--- src/rtl/fmap_serializer.sv ---
// Feature-map serializer: captures a ROWS x COLS map in one parallel transfer and streams it out
// one word per cycle. Define FMAP_SPARSE_SKIP_EN to skip zero-valued elements (last one always sent).
module fmap_serializer #(
  parameter int unsigned DATA_W = 16,
  parameter int unsigned ROWS   = 6,
  parameter int unsigned COLS   = 6,
  localparam int unsigned N     = ROWS * COLS,
  localparam int unsigned IDX_W = (N > 1) ? $clog2(N) : 1
) (
  input  logic                clk,
  input  logic                rst_n,
  input  logic                in_valid,
  output logic                in_ready,
  input  logic [N*DATA_W-1:0] in_data,
  output logic                out_valid,
  input  logic                out_ready,
  output logic [DATA_W-1:0]   out_data,
  output logic [IDX_W-1:0]    out_idx,
  output logic                out_last,
  output logic                busy
);

  typedef enum logic [0:0] {StIdle, StStream} state_e;

  localparam logic [IDX_W-1:0] LastIdx = IDX_W'(N - 1);

  state_e                state_q, state_d;
  logic [N*DATA_W-1:0]   buf_q, buf_d;
  logic [IDX_W-1:0]      idx_q, idx_d;
  logic [IDX_W-1:0]      first_idx, next_idx;
  logic                  is_last;

`ifdef FMAP_SPARSE_SKIP_EN
  logic [N-1:0] mask_q, mask_in;

  // Lowest set mask bit at or above start; bit N-1 is always set so a hit is guaranteed.
  function automatic logic [IDX_W-1:0] lowest_from(input logic [N-1:0] mask, input int start);
    logic [IDX_W-1:0] r;
    r = LastIdx;
    for (int i = int'(N) - 1; i >= 0; i--) begin
      if (i >= start && mask[i]) r = IDX_W'(i);
    end
    return r;
  endfunction

  always_comb begin
    mask_in = '0;
    for (int i = 0; i < int'(N); i++) begin
      mask_in[i] = |in_data[i*DATA_W +: DATA_W];
    end
    mask_in[N-1] = 1'b1;
  end

  assign first_idx = lowest_from(mask_in, 0);
  assign next_idx  = lowest_from(mask_q, int'(idx_q) + 1);

  always_ff @(posedge clk or negedge rst_n) begin
    if (!rst_n) begin
      mask_q <= '0;
    end else if (in_ready && in_valid) begin
      mask_q <= mask_in;
    end
  end
`else
  assign first_idx = '0;
  assign next_idx  = idx_q + 1'b1;
`endif

  assign is_last = (idx_q == LastIdx);

  always_comb begin
    state_d = state_q;
    buf_d   = buf_q;
    idx_d   = idx_q;
    unique case (state_q)
      StIdle: begin
        if (in_valid) begin
          buf_d   = in_data;
          idx_d   = first_idx;
          state_d = StStream;
        end
      end
      StStream: begin
        if (out_ready) begin
          if (is_last) state_d = StIdle;
          else         idx_d   = next_idx;
        end
      end
      default: state_d = StIdle;
    endcase
  end

  always_ff @(posedge clk or negedge rst_n) begin
    if (!rst_n) begin
      state_q <= StIdle;
      buf_q   <= '0;
      idx_q   <= '0;
    end else begin
      state_q <= state_d;
      buf_q   <= buf_d;
      idx_q   <= idx_d;
    end
  end

  assign in_ready  = (state_q == StIdle);
  assign busy      = ~in_ready;
  assign out_valid = (state_q == StStream);
  // Outputs read as zero outside STREAM so IDLE always looks like the reset state.
  assign out_data  = out_valid ? buf_q[int'(idx_q)*DATA_W +: DATA_W] : '0;
  assign out_idx   = out_valid ? idx_q : '0;
  assign out_last  = out_valid & is_last;

endmodule

--- config.mk ---
export PLATFORM = sky130hd
export DESIGN_NAME = fmap_serializer
export DESIGN_NICKNAME = d
export VERILOG_FILES = /design/src/rtl/fmap_serializer.sv
export SDC_FILE = /design/constraint.sdc
export NUM_CORES = 1
export LEC_CHECK = 0
export BUFFER_PORTS_ARGS = -buffer_cell sky130_fd_sc_hd__buf_2
export CAP_MARGIN = 10
export CORE_AREA = 2 2 245 247
export CTS_CLUSTER_SIZE = 30
export DETAILED_ROUTE_END_ITERATION = 8
export DIE_AREA = 0 0 247 249
export PLACE_DENSITY = 0.68
export SLEW_MARGIN = 20
export SYNTH_ARGS = -nofsm -noshare
export SYNTH_HDL_FRONTEND = slang
export SYNTH_SLANG_ARGS = --single-unit
--- constraint.sdc ---
create_clock -name clk -period 2.9 [get_ports clk]
set_input_delay 0.435 -clock clk [delete_from_list [all_inputs] [get_ports clk]]
set_output_delay 0.435 -clock clk [all_outputs]
set_load 0.02 [all_outputs]
==> reports/summary.txt, run 1 <==
unrepaired setup endpoints after global routing -> yes
share of cells above drive strength 1 -> 0.674
commonest non-fill, non-tap cell in the layout -> mux2_2
# nets final -> 2874
minimum clock period -> 3.39 ns
Routed Antenna Nets -> 0
grt ovf -> 0
# fillers -> 4664
GRT Total Usage -> 0.290
Setup violations, final -> 16
wirelength, routed -> 89100 µm
mapped cell area -> 26200 µm²
synthesis-stage register bit count -> 583
VDD IR max -> 0.000589 V
commonest cells after routing, fill and taps aside -> mux2_2 (608), buf_2 (589), dfrtp_1 (580), mux4_2 (111), clkbuf_16 (72)
f_max -> 295 MHz
fin crit share -> 1.17
CTS buffer count -> 67
HP Class -> primary input to register
largest net degree at the start of global routing -> 93
CTS sink cnt -> 583
CTS tree -> done
main flop type after synthesis -> dfrtp_1
outcome -> finished with violations
post-synthesis sequential area ratio -> 0.556
Util after Layout -> 0.573
row count -> 89
initial antenna violation count -> 42
Setup TNS -> -7.05 ns
Crit. End Element -> output port
global-route wire length before repair -> 129000 µm
CP arrival -> 2.95 ns
area used by multi-input combinational logic -> 11300 µm²
die width -> 247 µm
Tot Pwr -> 38.8 mW
hpwl dp -> 68000 µm
CP startpoint kind -> register
Inst Count DP -> 2975
Synth Warn # -> 0
vias in the first global route -> 19200
critical-path maximum fanout -> 6
Mapped Avg Cell Area -> 16.0 µm²
Worst EP required -> 2.47 ns
Skew-Pair Late Insertion Delay -> 0.59 ns
sequential cell area -> 14600 µm²
clk_skew -> 0.0160 ns
Final GP Congestion -> 0.918
Initial DRC Count -> 1245
Avg WL per Cell -> 28.4 µm
synthesized net count -> 2222
Placed Area -> 30500 µm²
die area -> 61500 µm²
Max-Cap Viols -> 0
Async SR Flop Fraction -> 1.00
violated checks -> negative setup slack
Pins Over Slew Limit -> 0
drt drc -> 0
via count -> 17600
final hold violation count -> 0
Reg clk slew, reported paths -> 0.06 ns
Post-Place Worst Slack -> -0.0558 ns
Synth cell types -> 42
H-tree depth -> 3
Final WS setup -> -0.490 ns
core area -> 58700 µm²
worst relative slew slack -> 0.564
die height -> 249 µm
Clock Root Buffer -> clkbuf_16
Cell Count, Final, Fillers Out -> 3141
via density per instance -> 5.61
TritonRoute pass-1 iters -> 5
clk buf depth -> 3
I/O pin total -> 606
power density over the cells -> 1150 nW/µm²
final hold slack -> 0.0679 ns
initial core utilization -> 0.447
Setup CP Type -> register to output port
number of synthesized flops with an enable pin -> 0
Worst-Margin Slew -> 0.655 ns
Area Growth Syn to Fin -> 28.1%
P_leak -> 15.3 nW
final instance area -> 33600 µm²
Synth Instances -> 1641
IO Port Bufs -> 605
routing by layer:
layer / vias to the layer above / GRT usage / share of wire
li1: 7561 / - / -
met1: 9234 / 0.370 / 0.40
met2: 654 / 0.484 / 0.50
met3: 145 / 0.0718 / 0.072
met4: 32 / 0.0919 / 0.028
met5: - / 0 / 0.0023
logic make-up after synthesis:
logic type	Yosys count	synth area share
flops	583	0.556
xor+xnor	4	0.00134
mux	763	0.374
fa+ha+maj	1	0.000477
compound gates	96	0.0315
simple gates	66	0.0128
buf+inv	128	0.0243
area by class of cell:
cell class,instances,share of cell area
flip-flops and latches,583,0.434
multi-input cells,930,0.336
repair buffers,707,0.133
clock buffers,103,0.0618
well taps,773,0.0288
clock inverters,13,0.00372
diodes,28,0.00208
inverters,4,0.000447
Yosys cell counts (7+ instances only):
| master | n | area share |
|---|---|---|
| buf_6 | 8 | 0.0034 |
| a211o_1 | 10 | 0.0033 |
| nand2_1 | 19 | 0.0027 |
| buf_4 | 7 | 0.0020 |
| clkbuf_1 | 59 | 0.0084 |
| mux2i_1 | 39 | 0.015 |
| dfrtp_1 | 583 | 0.56 |
| a22oi_1 | 11 | 0.0031 |
| mux2_2 | 612 | 0.26 |
| a22o_1 | 13 | 0.0043 |
| nand3_1 | 15 | 0.0029 |
| o221ai_1 | 17 | 0.0057 |
| a221oi_1 | 11 | 0.0037 |
| nor2_1 | 10 | 0.0014 |
| buf_2 | 43 | 0.0082 |
| mux4_2 | 111 | 0.095 |
| a32o_1 | 14 | 0.0053 |
report_power, final:
group | switching (mW) | internal (mW)
combinational | 7.27 | 8.72
clock | 3.37 | 5.10
sequential | 2.44 | 11.9
critical path, cell delays in order, from the launching register on:
cell     delay (ns)
dfrtp_4        0.51
buf_12         0.15
buf_8          0.13
buf_16         0.14
mux4_2         0.42
mux2_4         0.31
a221o_1        0.31
a32o_1         0.23
buf_6          0.14
sequential cells by signal, indices dropped and copies added (netlist names):
name / count
busy: 1
idx_q: 6
buf_q: 576
repair_timing:
action / in CTS / in global routing
pin swaps: 18 / 8
cloned: 7 / 1
hold buffers: 2 / 0
setup endpoints to repair: 16 / 17
setup buffers: 7 / 6
hold endpoints to repair: 44 / 0
resized for setup: 90 / 16
final timing paths:
check | from | cells after the start | to | slack [ns]
setup / recovery | idx_q[0] | 8 | out_data[4] | -0.49
setup reg to reg | idx_q[0] | 6 | idx_q[0] | 0.65
hold reg to reg | buf_q[530] | 1 | buf_q[530] | 0.50
max in group asynchronous | rst_n | 3 | buf_q[478] | 1.58
min in group asynchronous | rst_n | 2 | buf_q[354] | 0.40
hold / removal | in_data[332] | 2 | buf_q[332] | 0.07
(Power assumes the default switching activity.)
==> run 2, diff against run 1 <==
Settings changed: CELL_PAD_IN_SITES_DETAIL_PLACEMENT from default to 0, CELL_PAD_IN_SITES_GLOBAL_PLACEMENT from default to 2, CORE_AREA 2 2 245 247 to 2 2 266 268, CTS_BUF_LIST from default to sky130_fd_sc_hd__clkbuf_16, DIE_AREA 0 0 247 249 to 0 0 268 270, PLACE_DENSITY 0.68 to default, PLACE_DENSITY_LB_ADDON from default to 0.1.
Clock period 2.9 ns to 3.35 ns, I/O delays scaled along.
==> run 2 against run 1 <==
Compared with the run above: via count is 1.2% lower; non-clock buffer count grew 6; sequential power fell by 15%; the run still ends with negative setup slack left; worst setup slack improved by 0.36 ns; count of clock-buffer cells in the layout is 32 lower; combinational power down 9%; final area is 0.70% higher; sequential share of layout area decreased by 0.31 points; highest routed layer unchanged; utilization shrank 8.6 points.
==> reports/summary.txt, run 2 (synthesized netlist as in run 1, its figures left out) <==
outcome -> finished with violations
violated checks -> negative setup slack
IO Port Bufs -> 605
global-route wire length before repair -> 132000 µm
Inst Count DP -> 3131
f_max -> 287 MHz
Max-Cap Viols -> 0
WHS Path Cells -> 2
share of cells above drive strength 1 -> 0.676
Clock Root Buffer -> clkbuf_16
GRT Total Usage -> 0.256
CP startpoint kind -> register
critical-path maximum fanout -> 7
CTS buffer count -> 69
row count -> 97
Routed Antenna Nets -> 0
clk_skew -> 0.0143 ns
final hold violation count -> 0
Avg WL per Cell -> 28.1 µm
Setup CP Type -> register to output port
initial core utilization -> 0.377
minimum clock period -> 3.48 ns
Reg clk slew, reported paths -> 0.06 ns
Setup TNS -> -1.49 ns
Final GP Congestion -> 0.872
Crit-path slowest cell -> mux4_2
die height -> 270 µm
crit path to -> out_data[7]
Skew-Pair Late Insertion Delay -> 0.61 ns
Worst EP required -> 2.85 ns
vias in the first global route -> 19200
P_leak -> 15.4 nW
initial antenna violation count -> 47
commonest non-fill, non-tap cell in the layout -> mux2_2
TritonRoute pass-1 iters -> 5
Area Growth Syn to Fin -> 29.0%
clk buf depth -> 3
Worst-Margin Slew -> 0.721 ns
Pins Over Slew Limit -> 0
core area -> 69500 µm²
CTS tree -> done
die width -> 268 µm
Crit. End Element -> output port
largest net degree at the start of global routing -> 97
launch point of the worst path -> idx_q[0]
power density over the cells -> 990 nW/µm²
via density per instance -> 5.27
commonest cells after routing, fill and taps aside -> mux2_2 (608), buf_2 (591), dfrtp_1 (581), mux4_2 (112), clkbuf_16 (73)
CP peak stage delay -> 0.57 ns
# nets final -> 2882
die area -> 72400 µm²
Cell Count, Final, Fillers Out -> 3305
Largest register FFs -> 576
via count -> 17400
grt ovf -> 0
Tot Pwr -> 33.5 mW
HP Class -> primary input to register
crit-path cells -> buf_12 -> buf_16 -> mux4_2 -> a22oi_2 -> buf_4 -> nand3_4 -> a32o_2 -> buf_6
Initial DRC Count -> 1073
worst relative slew slack -> 0.520
VDD IR max -> 0.000374 V
wirelength, routed -> 92700 µm
CP arrival -> 2.98 ns
Final WS setup -> -0.133 ns
unrepaired setup endpoints after global routing -> yes
CTS sink cnt -> 583
I/O pin total -> 606
H-tree depth -> 3
R2R Path Start -> idx_q[0]
Setup violations, final -> 16
hpwl dp -> 71100 µm
register-to-register setup slack -> 1.17 ns
drt drc -> 0
final instance area -> 33900 µm²
R2R depth -> 5
Reg with most FFs -> buf_q
fin crit share -> 1.04
Placed Area -> 30700 µm²
RR Endpoint -> idx_q[0]
[run 2: cell count changes in the layout (fill, tap and decap cells not counted), moves of 5 or more]
cell / previous run / this run
nand3_1: 14 / 9
mux2i_2: 1 / 6
clkbuf_1: 14 / 0
diode_2: 28 / 12
clkbuf_8: 18 / 0
a22oi_2: 1 / 8
inv_1: 4 / 21
buf_12: 23 / 28
clkinv_1: 0 / 19
a22oi_1: 10 / 3
[run 2: worst min path at each step]
| stage | from | to | slack (ns) |
|---|---|---|---|
| 5_1_grt | out_ready | busy | 0.09 |
| 3_5_place_dp | buf_q[34] | buf_q[34] | 0.49 |
| 6_report | out_ready | busy | 0.10 |
| 4_1_cts | out_ready | busy | 0.07 |
| 3_3_place_gp | buf_q[93] | buf_q[93] | 0.48 |
| 2_1_floorplan | rst_n | buf_q[0] | 0.21 |
[run 2: worst max-delay path: cells and delay by family (launching register included)]
family	cells	cell delay, ns
AO/OA/AOI/OAI	2	0.62
buffers and inverters	4	0.61
flip-flops	1	0.47
multiplexers	1	0.57
AND/OR/NAND/NOR	1	0.09
[run 2: through the flow]
| stage | utilization | setup slack (ns) | hold slack [ns] |
|---|---|---|---|
| 2_1_floorplan | - | 0.616 | 0.207 |
| 3_5_place_dp | 0.441 | -0.120 | 0.491 |
| 6_report | 0.487 | -0.133 | 0.104 |
| 3_3_place_gp | 0.441 | 0.0461 | 0.483 |
| 5_1_grt | 0.487 | -0.218 | 0.0921 |
| 4_1_cts | 0.483 | -0.200 | 0.0657 |
[run 2: timing repair]
item                                   4_1_cts  5_1_grt
setup endpoints to repair                   16       16
setup buffers                               25        5
hold buffers                                 1        0
gates resized for setup                    103       23
endpoints found under the hold margin       70        0
pin swaps                                   26       10
gates cloned                                 6        3
[run 2: report_power, final]
part	switching, mW	leakage (nW)	internal, mW
clock network	3.01	1.07	3.91
registers	1.79	7.18	10.3
logic	6.80	7.14	7.74
total	11.6	15.4	21.9
[run 2: layout make-up]
cell class                      count  area, µm²
Clock inverter                     52        279
Multi-Input combinational cell    930      11500
Inverter                            4       15.0
Fill cell                        6264      35700
Tap cell                          940       1180
Antenna cell                       12       30.0
Clock buffer                       71       1780
Timing Repair Buffer              713       4520
Sequential cell                   583      14600
[run 2: metal layers]
| layer | vias to the layer above | share of wire | track usage |
|---|---|---|---|
| met3 | 171 | 0.058 | 0.0624 |
| met5 | - | 0.0034 | 0 |
| met4 | 52 | 0.025 | 0.0742 |
| met1 | 9151 | 0.40 | 0.320 |
| li1 | 7557 | - | - |
| met2 | 487 | 0.51 | 0.438 |
==> run 3, diff against run 2 <==
Clock period 3.35 ns to 3.8 ns, I/O delays scaled along.
==> run 3 against run 2 <==
Compared with the run above: the flow now finishes without violations; final area is 3.4% lower; clock skew grew 0.0083 ns; sequential share of layout area grew 1.5 points; critical endpoint is now out_data[1]; highest routed layer unchanged.
==> reports/summary.txt, run 3 (synthesized netlist as in run 1, its figures left out) <==
Tot Pwr -> 27.8 mW
minimum clock period -> 3.72 ns
Crit. End Element -> output port
clk buf depth -> 3
CP arrival -> 3.15 ns
TritonRoute pass-1 iters -> 5
unrepaired setup endpoints after global routing -> yes
power density over the cells -> 849 nW/µm²
row count -> 97
drt drc -> 0
Skew-Pair Late Insertion Delay -> 0.60 ns
die height -> 270 µm
clk_skew -> 0.0227 ns
IO Port Bufs -> 605
hpwl dp -> 69700 µm
register-to-register setup slack -> 1.23 ns
Area Growth Syn to Fin -> 24.6%
Worst-Margin Slew -> 0.927 ns
P_leak -> 14.8 nW
Initial DRC Count -> 1041
outcome -> finished, final reports clean
global-route wire length before repair -> 129000 µm
core area -> 69500 µm²
Largest register FFs -> 576
R2R depth -> 7
largest net degree at the start of global routing -> 217
Final GP Congestion -> 0.839
Pins Over Slew Limit -> 0
VDD IR max -> 0.000430 V
I/O pin total -> 606
CP startpoint kind -> register
grt ovf -> 0
GRT Total Usage -> 0.250
fin crit share -> 0.980
initial antenna violation count -> 50
Setup CP Type -> register to output port
CTS sink cnt -> 583
via density per instance -> 5.24
area used by multi-input combinational logic -> 11100 µm²
Worst EP required -> 3.23 ns
via count -> 17100
Max-Cap Viols -> 0
RR Endpoint -> idx_q[0]
Clock Root Buffer -> clkbuf_16
share of cells above drive strength 1 -> 0.647
die width -> 268 µm
worst relative slew slack -> 0.382
Setup violations, final -> 0
sequential cell area -> 14600 µm²
R2R Path Start -> idx_q[3]
Reg with most FFs -> buf_q
Reg clk slew, reported paths -> 0.06 ns
Setup TNS -> 0 ns
commonest cells after routing, fill and taps aside -> mux2_2 (612), buf_2 (604), dfrtp_1 (581), mux4_2 (111), clkbuf_16 (71)
commonest non-fill, non-tap cell in the layout -> mux2_2
Avg WL per Cell -> 27.8 µm
Routed Antenna Nets -> 0
initial core utilization -> 0.377
critical-path maximum fanout -> 16
final hold violation count -> 0
HP Class -> primary input to asynchronous set/reset pin
CTS buffer count -> 67
CTS tree -> done
# fillers -> 6251
f_max -> 268 MHz
wirelength, routed -> 90600 µm
# nets final -> 2827
vias in the first global route -> 18700
H-tree depth -> 3
die area -> 72400 µm²
-- run 3: cell count changes in the layout (fill, tap and decap cells not counted), moves of 8 or more --
cell	before	now
buf_2	591	604
a22o_1	1	13
buf_4	66	33
buf_12	28	17
buf_6	15	1
a22o_4	11	0
diode_2	12	20
-- run 3: report_power, final --
part	total (mW)	switching [mW]	internal, mW
sequential	10.7	1.64	9.06
clock	5.99	2.56	3.42
combinational	11.1	5.35	5.73
total	27.8	9.55	18.2
-- run 3: routing by layer --
metal  up-vias  part of all wire  global-route usage
met3       147             0.061              0.0657
met4        50             0.025              0.0631
met1      8933              0.41               0.316
met5         -            0.0033                   0
li1       7467                 -                   -
met2       459              0.50               0.425
-- run 3: through the flow --
stage | cells | utilization | hold slack [ns] | area, µm² | worst slack (ns)
global route | 3247 | 0.470 | 0.0543 | 32700 | -0.0105
floorplan | 1641 | - | 0.274 | 26200 | 0.999
detailed placement | 3108 | 0.437 | 0.491 | 30400 | 0.397
global placement | 3108 | 0.437 | 0.485 | 30400 | 0.361
finish | 3257 | 0.470 | 0.00645 | 32700 | 0.0751
CTS | 3235 | 0.468 | 0.0454 | 32600 | 0.00491
-- run 3: worst max path at each step --
stage	from	endpoint	slack, ns	cells after the start
6_report	idx_q[0]	out_data[1]	0.08	7
5_1_grt	idx_q[0]	out_data[4]	-0.01	7
4_1_cts	idx_q[2]	out_data[9]	0.005	5
3_5_place_dp	idx_q[0]	out_data[9]	0.40	6
3_3_place_gp	idx_q[0]	out_data[9]	0.36	6
2_1_floorplan	idx_q[1]	out_data[14]	1.0	6
-- run 3: timing repair --
item / in CTS / in global routing
setup endpoints to repair: 15 / 11
gates resized for setup: 10 / 6
hold buffers: 0 / 0
buffers inserted: 6 / 1
cloned: 1 / 0
-- run 3: worst max-delay path, stage by stage (launching register included) --
cell       delay (ns)
dfrtp_4          0.44
buf_4            0.16
bufbuf_16        0.34
mux4_2           0.57
a22o_1           0.29
a211o_1          0.30
a32o_1           0.27
buf_2            0.18
-- run 3: layout make-up --
class,instances,share of cell area
sequential,583,0.446
multi-input combinational,930,0.339
timing repair buffer,660,0.115
clock buffer,71,0.0543
tap,940,0.0360
clock inverter,49,0.00712
antenna,20,0.00153
inverter,4,0.000459
